`config.mk`:
```
export PLATFORM = sky130hd
export DESIGN_NAME = clock_alarm_core
export DESIGN_NICKNAME = d
export VERILOG_FILES = /design/src/rtl/clock_alarm_core.sv
export SDC_FILE = /design/constraint.sdc
export NUM_CORES = 1
export LEC_CHECK = 0
export BUFFER_PORTS_ARGS = -buffer_cell sky130_fd_sc_hd__buf_2
export CAP_MARGIN = 20
export CORE_AREA = 5 5 96 98
export CTS_CLUSTER_SIZE = 14
export DETAILED_ROUTE_END_ITERATION = 10
export DIE_AREA = 0 0 101 103
export GPL_TIMING_DRIVEN = 1
export PLACE_DENSITY = 0.79
export RECOVER_POWER = 100
export SLEW_MARGIN = 20
export SYNTH_ARGS = -nofsm -noshare
export SYNTH_HDL_FRONTEND = slang
export SYNTH_SLANG_ARGS = --single-unit
```
`constraint.sdc`:
```
create_clock -name MHz_25 -period 2.81 [get_ports MHz_25]
set_input_delay 0.281 -clock MHz_25 [delete_from_list [all_inputs] [get_ports MHz_25]]
set_output_delay 0.281 -clock MHz_25 [all_outputs]
set_load 0.1 [all_outputs]
```
`src/rtl/clock_alarm_core.sv`:
```
// BCD time-of-day counter with set-time load and a ringing alarm that supports snooze.
// Output sec_tick is combinational from the divider; alarm is decoded from the FSM state.
module clock_alarm_core #(
    parameter int TICK_DIV   = 25000000,
    parameter int RING_SEC   = 60,
    parameter int SNOOZE_SEC = 300
) (
    input  logic       MHz_25,
    input  logic       reset_n,
    input  logic       set_time,
    input  logic [7:0] hours_set,
    input  logic [7:0] minutes_set,
    input  logic [7:0] hours_alarm,
    input  logic [7:0] minutes_alarm,
    input  logic       alarm_en,
    input  logic       snooze,
    output logic [7:0] hours,
    output logic [7:0] minutes,
    output logic [7:0] seconds,
    output logic       sec_tick,
    output logic       alarm
);
    localparam int DIV_W   = (TICK_DIV > 1) ? $clog2(TICK_DIV) : 1;
    localparam int CNT_MAX = (RING_SEC > SNOOZE_SEC) ? RING_SEC : SNOOZE_SEC;
    localparam int CNT_W   = $clog2(CNT_MAX + 1);

    localparam logic [DIV_W-1:0] DIV_LAST    = DIV_W'(TICK_DIV - 1);
    localparam logic [CNT_W-1:0] RING_LOAD   = CNT_W'(RING_SEC);
    localparam logic [CNT_W-1:0] SNOOZE_LOAD = CNT_W'(SNOOZE_SEC);
    localparam logic [CNT_W-1:0] CNT_ONE     = CNT_W'(1);

    localparam logic [1:0] ST_IDLE    = 2'd0;
    localparam logic [1:0] ST_RINGING = 2'd1;
    localparam logic [1:0] ST_SNOOZED = 2'd2;

    logic [DIV_W-1:0] div_reg;
    logic [7:0]       hr_reg, min_reg, sec_reg;
    logic [7:0]       hr_next, min_next, sec_next;
    logic             sec_wrap, min_wrap;
    logic             match_reg;
    logic             snooze_d_reg;
    logic             snooze_rise;
    logic [1:0]       state_reg;
    logic [CNT_W-1:0] ring_cnt_reg, snz_cnt_reg;

    // Wrapping is handled by the caller; this only steps a two-digit BCD value.
    function automatic logic [7:0] bcd_step(input logic [7:0] v);
        if (v[3:0] == 4'd9)
            return {v[7:4] + 4'd1, 4'd0};
        return {v[7:4], v[3:0] + 4'd1};
    endfunction

    function automatic logic bcd_ok(input logic [7:0] v, input logic [7:0] max);
        return (v[7:4] <= 4'd9) && (v[3:0] <= 4'd9) && (v <= max);
    endfunction

    assign sec_wrap = (sec_reg == 8'h59);
    assign min_wrap = (min_reg == 8'h59);

    always_comb begin
        sec_next = sec_wrap ? 8'h00 : bcd_step(sec_reg);
        min_next = min_reg;
        hr_next  = hr_reg;
        if (sec_wrap) begin
            min_next = min_wrap ? 8'h00 : bcd_step(min_reg);
            if (min_wrap)
                hr_next = (hr_reg == 8'h23) ? 8'h00 : bcd_step(hr_reg);
        end
    end

    assign sec_tick    = (div_reg == DIV_LAST) && !set_time;
    assign snooze_rise = snooze && !snooze_d_reg;

    always_ff @(posedge MHz_25 or negedge reset_n) begin
        if (!reset_n) begin
            div_reg   <= '0;
            hr_reg    <= 8'h00;
            min_reg   <= 8'h00;
            sec_reg   <= 8'h00;
            match_reg <= 1'b0;
        end else if (set_time) begin
            // Each field is validated on its own so a bad hours value cannot block a good minutes load.
            div_reg   <= '0;
            sec_reg   <= 8'h00;
            match_reg <= 1'b0;
            if (bcd_ok(hours_set, 8'h23))
                hr_reg <= hours_set;
            if (bcd_ok(minutes_set, 8'h59))
                min_reg <= minutes_set;
        end else if (sec_tick) begin
            div_reg   <= '0;
            hr_reg    <= hr_next;
            min_reg   <= min_next;
            sec_reg   <= sec_next;
            match_reg <= ({hr_next, min_next, sec_next} == {hours_alarm, minutes_alarm, 8'h00});
        end else begin
            div_reg   <= div_reg + 1'b1;
            match_reg <= 1'b0;
        end
    end

    always_ff @(posedge MHz_25 or negedge reset_n) begin
        if (!reset_n) begin
            state_reg    <= ST_IDLE;
            ring_cnt_reg <= '0;
            snz_cnt_reg  <= '0;
            snooze_d_reg <= 1'b0;
        end else begin
            snooze_d_reg <= snooze;
            if (!alarm_en || set_time) begin
                state_reg    <= ST_IDLE;
                ring_cnt_reg <= '0;
                snz_cnt_reg  <= '0;
            end else begin
                case (state_reg)
                    ST_IDLE: begin
                        if (match_reg) begin
                            state_reg    <= ST_RINGING;
                            ring_cnt_reg <= RING_LOAD;
                        end
                    end
                    ST_RINGING: begin
                        if (snooze_rise) begin
                            state_reg   <= ST_SNOOZED;
                            snz_cnt_reg <= SNOOZE_LOAD;
                        end else if (sec_tick) begin
                            if (ring_cnt_reg <= CNT_ONE) begin
                                state_reg    <= ST_IDLE;
                                ring_cnt_reg <= '0;
                            end else begin
                                ring_cnt_reg <= ring_cnt_reg - 1'b1;
                            end
                        end
                    end
                    ST_SNOOZED: begin
                        if (sec_tick) begin
                            if (snz_cnt_reg <= CNT_ONE) begin
                                state_reg    <= ST_RINGING;
                                ring_cnt_reg <= RING_LOAD;
                                snz_cnt_reg  <= '0;
                            end else begin
                                snz_cnt_reg <= snz_cnt_reg - 1'b1;
                            end
                        end
                    end
                    default: state_reg <= ST_IDLE;
                endcase
            end
        end
    end

    assign hours   = hr_reg;
    assign minutes = min_reg;
    assign seconds = sec_reg;
    assign alarm   = (state_reg == ST_RINGING);

endmodule
```
Yosys cells after proc, flatten, opt, wreduce, memory -nomap -nowiden
Index checks and enable logic that the tools add are counted.
W data, S select, Z words.
Word-level totals
  bits in registers: 71
  input port bits: 37
  output and inout port bits: 26
  word-level logic and storage cells: 116
Operators by class
  add/sub/neg operators: 9
  order comparisons: 8
  equal/unequal tests: 20
  multiplexer cells: 51
  reduce and logical (&&, ||, !) cells: 19
Operators with widths (count)
  $mux W8: 20
  $mux W9: 11
  $mux W25: 2
  $pmux W9 S3: 1
  $add A25 B1 Y25 const B: 1
  $eq A25 B25 Y1 const B: 1
  $add A4 B1 Y4 const B: 6
  $eq A24 B24 Y1: 1
  $le A9 B1 Y1 const B: 2
  $pmux W9 S2: 1
  $sub A9 B1 Y9 const B: 2
  $eq A8 B7 Y1 const B: 2
  $le A4 B4 Y1 const B: 4
  $mux W2: 7
  $eq A4 B4 Y1 const B: 3
  $ne A3 B3 Y1 const B: 3
  $eq A8 B6 Y1 const B: 1
  $le A8 B6 Y1 const B: 1
  $le A8 B7 Y1 const B: 1
  $mux W1: 8
  $logic_and A1 B1 Y1: 6
  $ne A3 B2 Y1 const B: 2
  $pmux W2 S3: 1
  $reduce_and A6 Y1: 1
  15 further kinds: 19

Depth between registers and ports, before layout
  depth after elaboration: 11
  mapped depth: 11

Least setup slack after synthesis
Ideal clock, no wire load.
  path kind: flip-flop to flip-flop
  start point: reg hr_reg[0] (netlist: hours[0])
  end point: reg match_reg
  library setup time: 0.101 ns
  arrival time: 2.952 ns
  required time: 2.709 ns
  slack: -0.243 ns
  stages on the path, launching flop included: 9
  clock period less this slack: 3.053 ns
  cell sequence: dfrtp_1 ha_1 nand4bb_1 o31ai_2 nor2_1 xnor2_1 o221ai_1 or3_1 nor4_1
On the way
  longest elaborated chain between the ends: 11
  elaborated cells on any way between the ends: 13
  classes of those cells: 1 x add/sub; 3 x eq/ne; 9 x mux
Ends and longest elaborated chain
  start, declared: RTL line 37  | logic [7:0] hr_reg, min_reg, sec_reg;
  start signal, assigned: RTL line 87  | hr_reg <= hours_set;
  start signal, assigned: RTL line 92  | hr_reg <= hr_next;
  $eq A4 B4 Y1: RTL line 48  | if (v[3:0] == 4'd9)
  $mux W1: RTL line 48
  $mux W1: RTL line 66  | if (min_wrap)
  $mux W1: RTL line 64  | if (sec_wrap) begin
  $mux W8: RTL line 50  | return {v[7:4], v[3:0] + 4'd1};
  $mux W8: RTL line 67  | hr_next = (hr_reg == 8'h23) ? 8'h00 : bcd_step(hr_reg);
  $mux W8: RTL line 66
  $mux W8 *: RTL line 64
  $eq A24 B24 Y1 *: RTL line 95  | match_reg <= ({hr_next, min_next, sec_next} == {hours_alarm, minutes_alarm, 8'h00});
  $mux W1 *: RTL line 90  | end else if (sec_tick) begin
  $mux W1 *: RTL line 81  | end else if (set_time) begin
  end signal, assigned: RTL line 95
  end, declared: RTL line 40  | logic match_reg;
Mark *: on every way between the ends. The rest lies on a longest branch, timed or not. The select of a mux whose other input is x is not followed.
A chain may end at the register's enable or synchronous reset.

Worst setup path after layout
  start point: reg min_reg[5] (netlist: minutes[5])
  end point: reg match_reg
On the way
  longest elaborated chain between the ends: 8
  elaborated cells on any way between the ends: 11
  classes of those cells: 1 x add/sub; 2 x eq/ne; 8 x mux
Ends and longest elaborated chain
  start, declared: RTL line 37
  start signal, assigned: RTL line 89  | min_reg <= minutes_set;
  start signal, assigned: RTL line 93  | min_reg <= min_next;
  $add A4 B1 Y4: RTL line 49  | return {v[7:4] + 4'd1, 4'd0};
  $mux W8: RTL line 48
  $mux W8: RTL line 50
  $mux W8: RTL line 65  | min_next = min_wrap ? 8'h00 : bcd_step(min_reg);
  $mux W8: RTL line 64
  $eq A24 B24 Y1 *: RTL line 95
  $mux W1 *: RTL line 90
  $mux W1 *: RTL line 81
Marks and branches as above.

==> summary.md <==
| Metric | Value |
|---|---|
| Remaining antenna violation count | 0 |
| Max-cap check violation count | 1 |
| Combinational family with the most area after synthesis | simple AND/OR/NAND/NOR gates |
| Final Skew | 13.4 ps |
| Portion of synthesized cell area occupied by the leading cell type | 37.9% |
| PwrDens | 518 nW/um^2 |
| Overall routed net length | 12,000 um |
| Count of standard-cell rows | 34 |
| Average footprint of a synthesized cell | 8.56 sq um |
| Buffers from clock root to sink, at most | 2 |
| Global router's overall resource usage | 23.9% |
| Boundary Pins | 63 |
| Iteration-0 DRC count of the detailed router | 309 |
| Placed cell areas | 5190 sq um |
| Starting density of the core | 56.0% |
| Via total after detailed routing | 4,351 |
| Synth Area in Compound Gates | 17.4% |
| Total number of H-tree levels | 3 |
| Average detailed-routed wire length per instance | 16.5 um |
| Highest-count cells in the layout ignoring fill and taps | 75 x nor2_1, 62 x dfrtp_1, 45 x a21oi_1, 42 x nand2_1, 36 x o21ai_0 |
| Post-route design area | 5380 sq um |
| Area Overhead vs Synth | 14.6% |
| Kind of start point of the critical path | register |
| Sinks on the clock net | 71 |
| IO buf count | 62 |
| Number of inserted filler cells in the final layout | 727 |
| Std-Cell Core Area | 8380 sq um |
| Grt total ovfl | 0 |
| Die ar. | 10,400 sq um |
| Arithmetic-cell share of the synthesized area counting full adders, half adders and majority gates | 4.53% |
| Parity-gate share of the synthesized area counting xor and xnor cells | 8.03% |
| Root Buffer Master | clkbuf_8 |
| Final cycle utilization of the critical path | 94.3% |
| Setup Crit Path Kind | register to register |
| Measured slew at the worst slew-check pin | 1710 ps |
| CP required | 3060 ps |
| Post-route DRC violation count | 0 |
| Normalized max-slew margin | -13.7% |
| Number of slew-limit violations in the final report | 27 |
| Biggest fanout along the worst timing path | 7 |
| Top achievable clock speed | 0.377 GHz |
| Share of synthesized area occupied by flip-flops and latches | 37.9% |
| Uppermost metal layer occupied by signal nets | met4 |
| Unrepaired setup endpoints after global routing | false |
| Post-CTS Repair Setup Buffers | 0 |
| Clock latency of the later-clocked register in the worst-skew pair | 360 ps |
| Proportion of layout cells with a drive suffix above 1 | 13.7% |
| Final weighted congestion in routability-driven placement | 0.952 |
| Synthesized instance count | 548 |
| Multiplexer share of the synthesized area | 1.95% |
| Data arrival time of the critical path | 2900 ps |
| Die Height | 103 um |
| Final count of negative-setup-slack endpoints | 0 |
| Largest vdd supply drop | 0.000323 V |
| Prevailing post-synth register cell | dfrtp_1 |
| Time the worst path needs with I/O delays and setup | 2650 ps |
| Number of synthesized flops with an enable pin | 0 |
| First-pass GRT wire length | 20,000 um |
| Area of the mapped netlist | 4690 sq um |
| Count of endpoints failing hold in the final timing report | 0 |
| Total of flip-flops plus latches after synthesis | 71 |
| Placed wire-length estimate | 8820 um |
| Routed length on met1 | 5290 um |
| Die span in x | 101 um |
| Cells taking the most area after synthesis | dfrtp_1 38%, nor2_1 6.1%, a21oi_1 4.8%, ha_1 4.5%, xor2_1 4.3% |
| Number of global-route vias before repair | 4,207 |
| Lkg Pwr | 2.31 nW |
| Violated checks | max-capacitance violations, max-slew violations |
| Flip-flop count of the largest register, all copies and words added | 25 |
| Number of buffers added by the clock tree synthesis step | 9 |
| Diode insertion count for antenna repair | 0 |
| Category of the worst setup path capture point | register |
| Proportion of register bits with asynchronous set or reset after synthesis | 100% |
| 1st-pass router iterations | 5 |
| Outcome | finished with violations |
| TritonCTS clock tree | done |
| Synthesized Nets | 602 |
| Number of distinct library cell variants in the gate-level netlist after synthesis | 60 |
| # nets final | 671 |
| Clock slew seen by the registers of the worst setup and hold paths | 80 ps |
| DR WL met3 | 698 um |
| Initial antenna violation count | 0 |
| Most common cell after layout, fill and taps aside | nor2_1 |
| Drt via density | 5.96 |
| Yosys top cell by area | dfrtp_1 |
| Met2 wire length | 5830 um |
| Share of synthesized cell area in and, or, nand and nor gates | 26.9% |
| Largest net degree at the start of global routing | 46 |
| Tightest Hold Check Type | input pin to register |
| Final TNS setup | 0 ps |
| Count of synthesis-stage warnings from yosys | 0 |
-- synthesized netlist by cell type, types with 5 or more instances --
cell	count
nor2_1	76
dfrtp_1	71
a21oi_1	45
nand2_1	42
o21ai_0	36
xor2_1	23
inv_1	21
xnor2_1	20
nor3_1	18
ha_1	17
and3_1	14
clkbuf_1	14
nand4_1	13
nand3_1	12
mux2i_1	8
nand3b_1	8
a31oi_1	7
nand2b_1	7
nor4_1	7
o211ai_1	6
o31ai_1	6
buf_2	5
nor2b_1	5
o22a_1	5
o22ai_1	5
-- power by group --
| group | leakage (nW) | internal (mW) | switching (mW) |
|---|---|---|---|
| combinational | 1.27 | 0.191 | 0.479 |
| sequential | 0.937 | 1.07 | 0.0885 |
| clock | 0.111 | 0.511 | 0.447 |
-- path summary, 6_finish.rpt --
kind | start | endpoint | slack, ps | depth (start not counted)
max | minutes[5] | match_reg | 160 | 9
min | snooze | snooze_d_reg | 50 | 1
max reg2reg | minutes[5] | match_reg | 160 | 9
min reg2reg | ring_cnt_reg[7] | ring_cnt_reg[8] | 500 | 1
max in group asynchronous | reset_n | minutes[0] | 800 | 2
min in group asynchronous | reset_n | ring_cnt_reg[1] | 900 | 2
-- worst max-delay path, cell delays in order, from the launching register on --
cell      delay (ps)
dfrtp_1          460
inv_1             90
ha_1             160
and3b_1          300
nand4_1          310
nor2_2           280
xnor2_1          150
o221ai_1         130
or3_1            370
nor4_1           290
-- cell families after synthesis --
logic type	after synthesis
XOR/XNOR	43
buffers and inverters	40
flip-flops	71
adder cells (fa/ha/maj)	17
multiplexers	9
AND/OR/NAND/NOR	235
AO/OA/AOI/OAI	133
-- per-layer routing --
layer / up-vias / track usage [%]
li1: 2117 / -
met3: 19 / 4.06
met2: 143 / 38.8
met1: 2072 / 32.4
met4: 0 / 8.59
met5: - / 0
-- area by class of cell --
type	count	area, sq um	area share, %
tap	108	135	2.51
multi-input combinational	437	2760	51.2
clock inverter	7	103	1.91
sequential	71	1790	33.2
clock buffer	9	124	2.30
inverter	21	78.8	1.47
timing repair buffer	77	394	7.33
-- metrics by stage --
| stage | setup WS [ps] | utilization (%) | power (mW) | hold slack (ps) | std cells |
|---|---|---|---|---|---|
| detailed placement | 185 | 61.9 | 1.85 | 367 | 713 |
| CTS | 132 | 64.8 | 2.79 | 40.1 | 730 |
| floorplan | 17.0 | - | 1.66 | -14.6 | 548 |
| global route | 19.7 | 64.2 | 2.90 | 50.4 | 730 |
| global placement | 344 | 61.9 | 1.83 | 362 | 713 |
| finish | 161 | 64.2 | 2.79 | 51.3 | 730 |
-- what timing repair did --
action	CTS	global route
hold endpoints to repair	26	0
resized for setup	0	3
hold buffers	1	0
endpoints found under the setup margin	0	3
(Power assumes the default switching activity.)
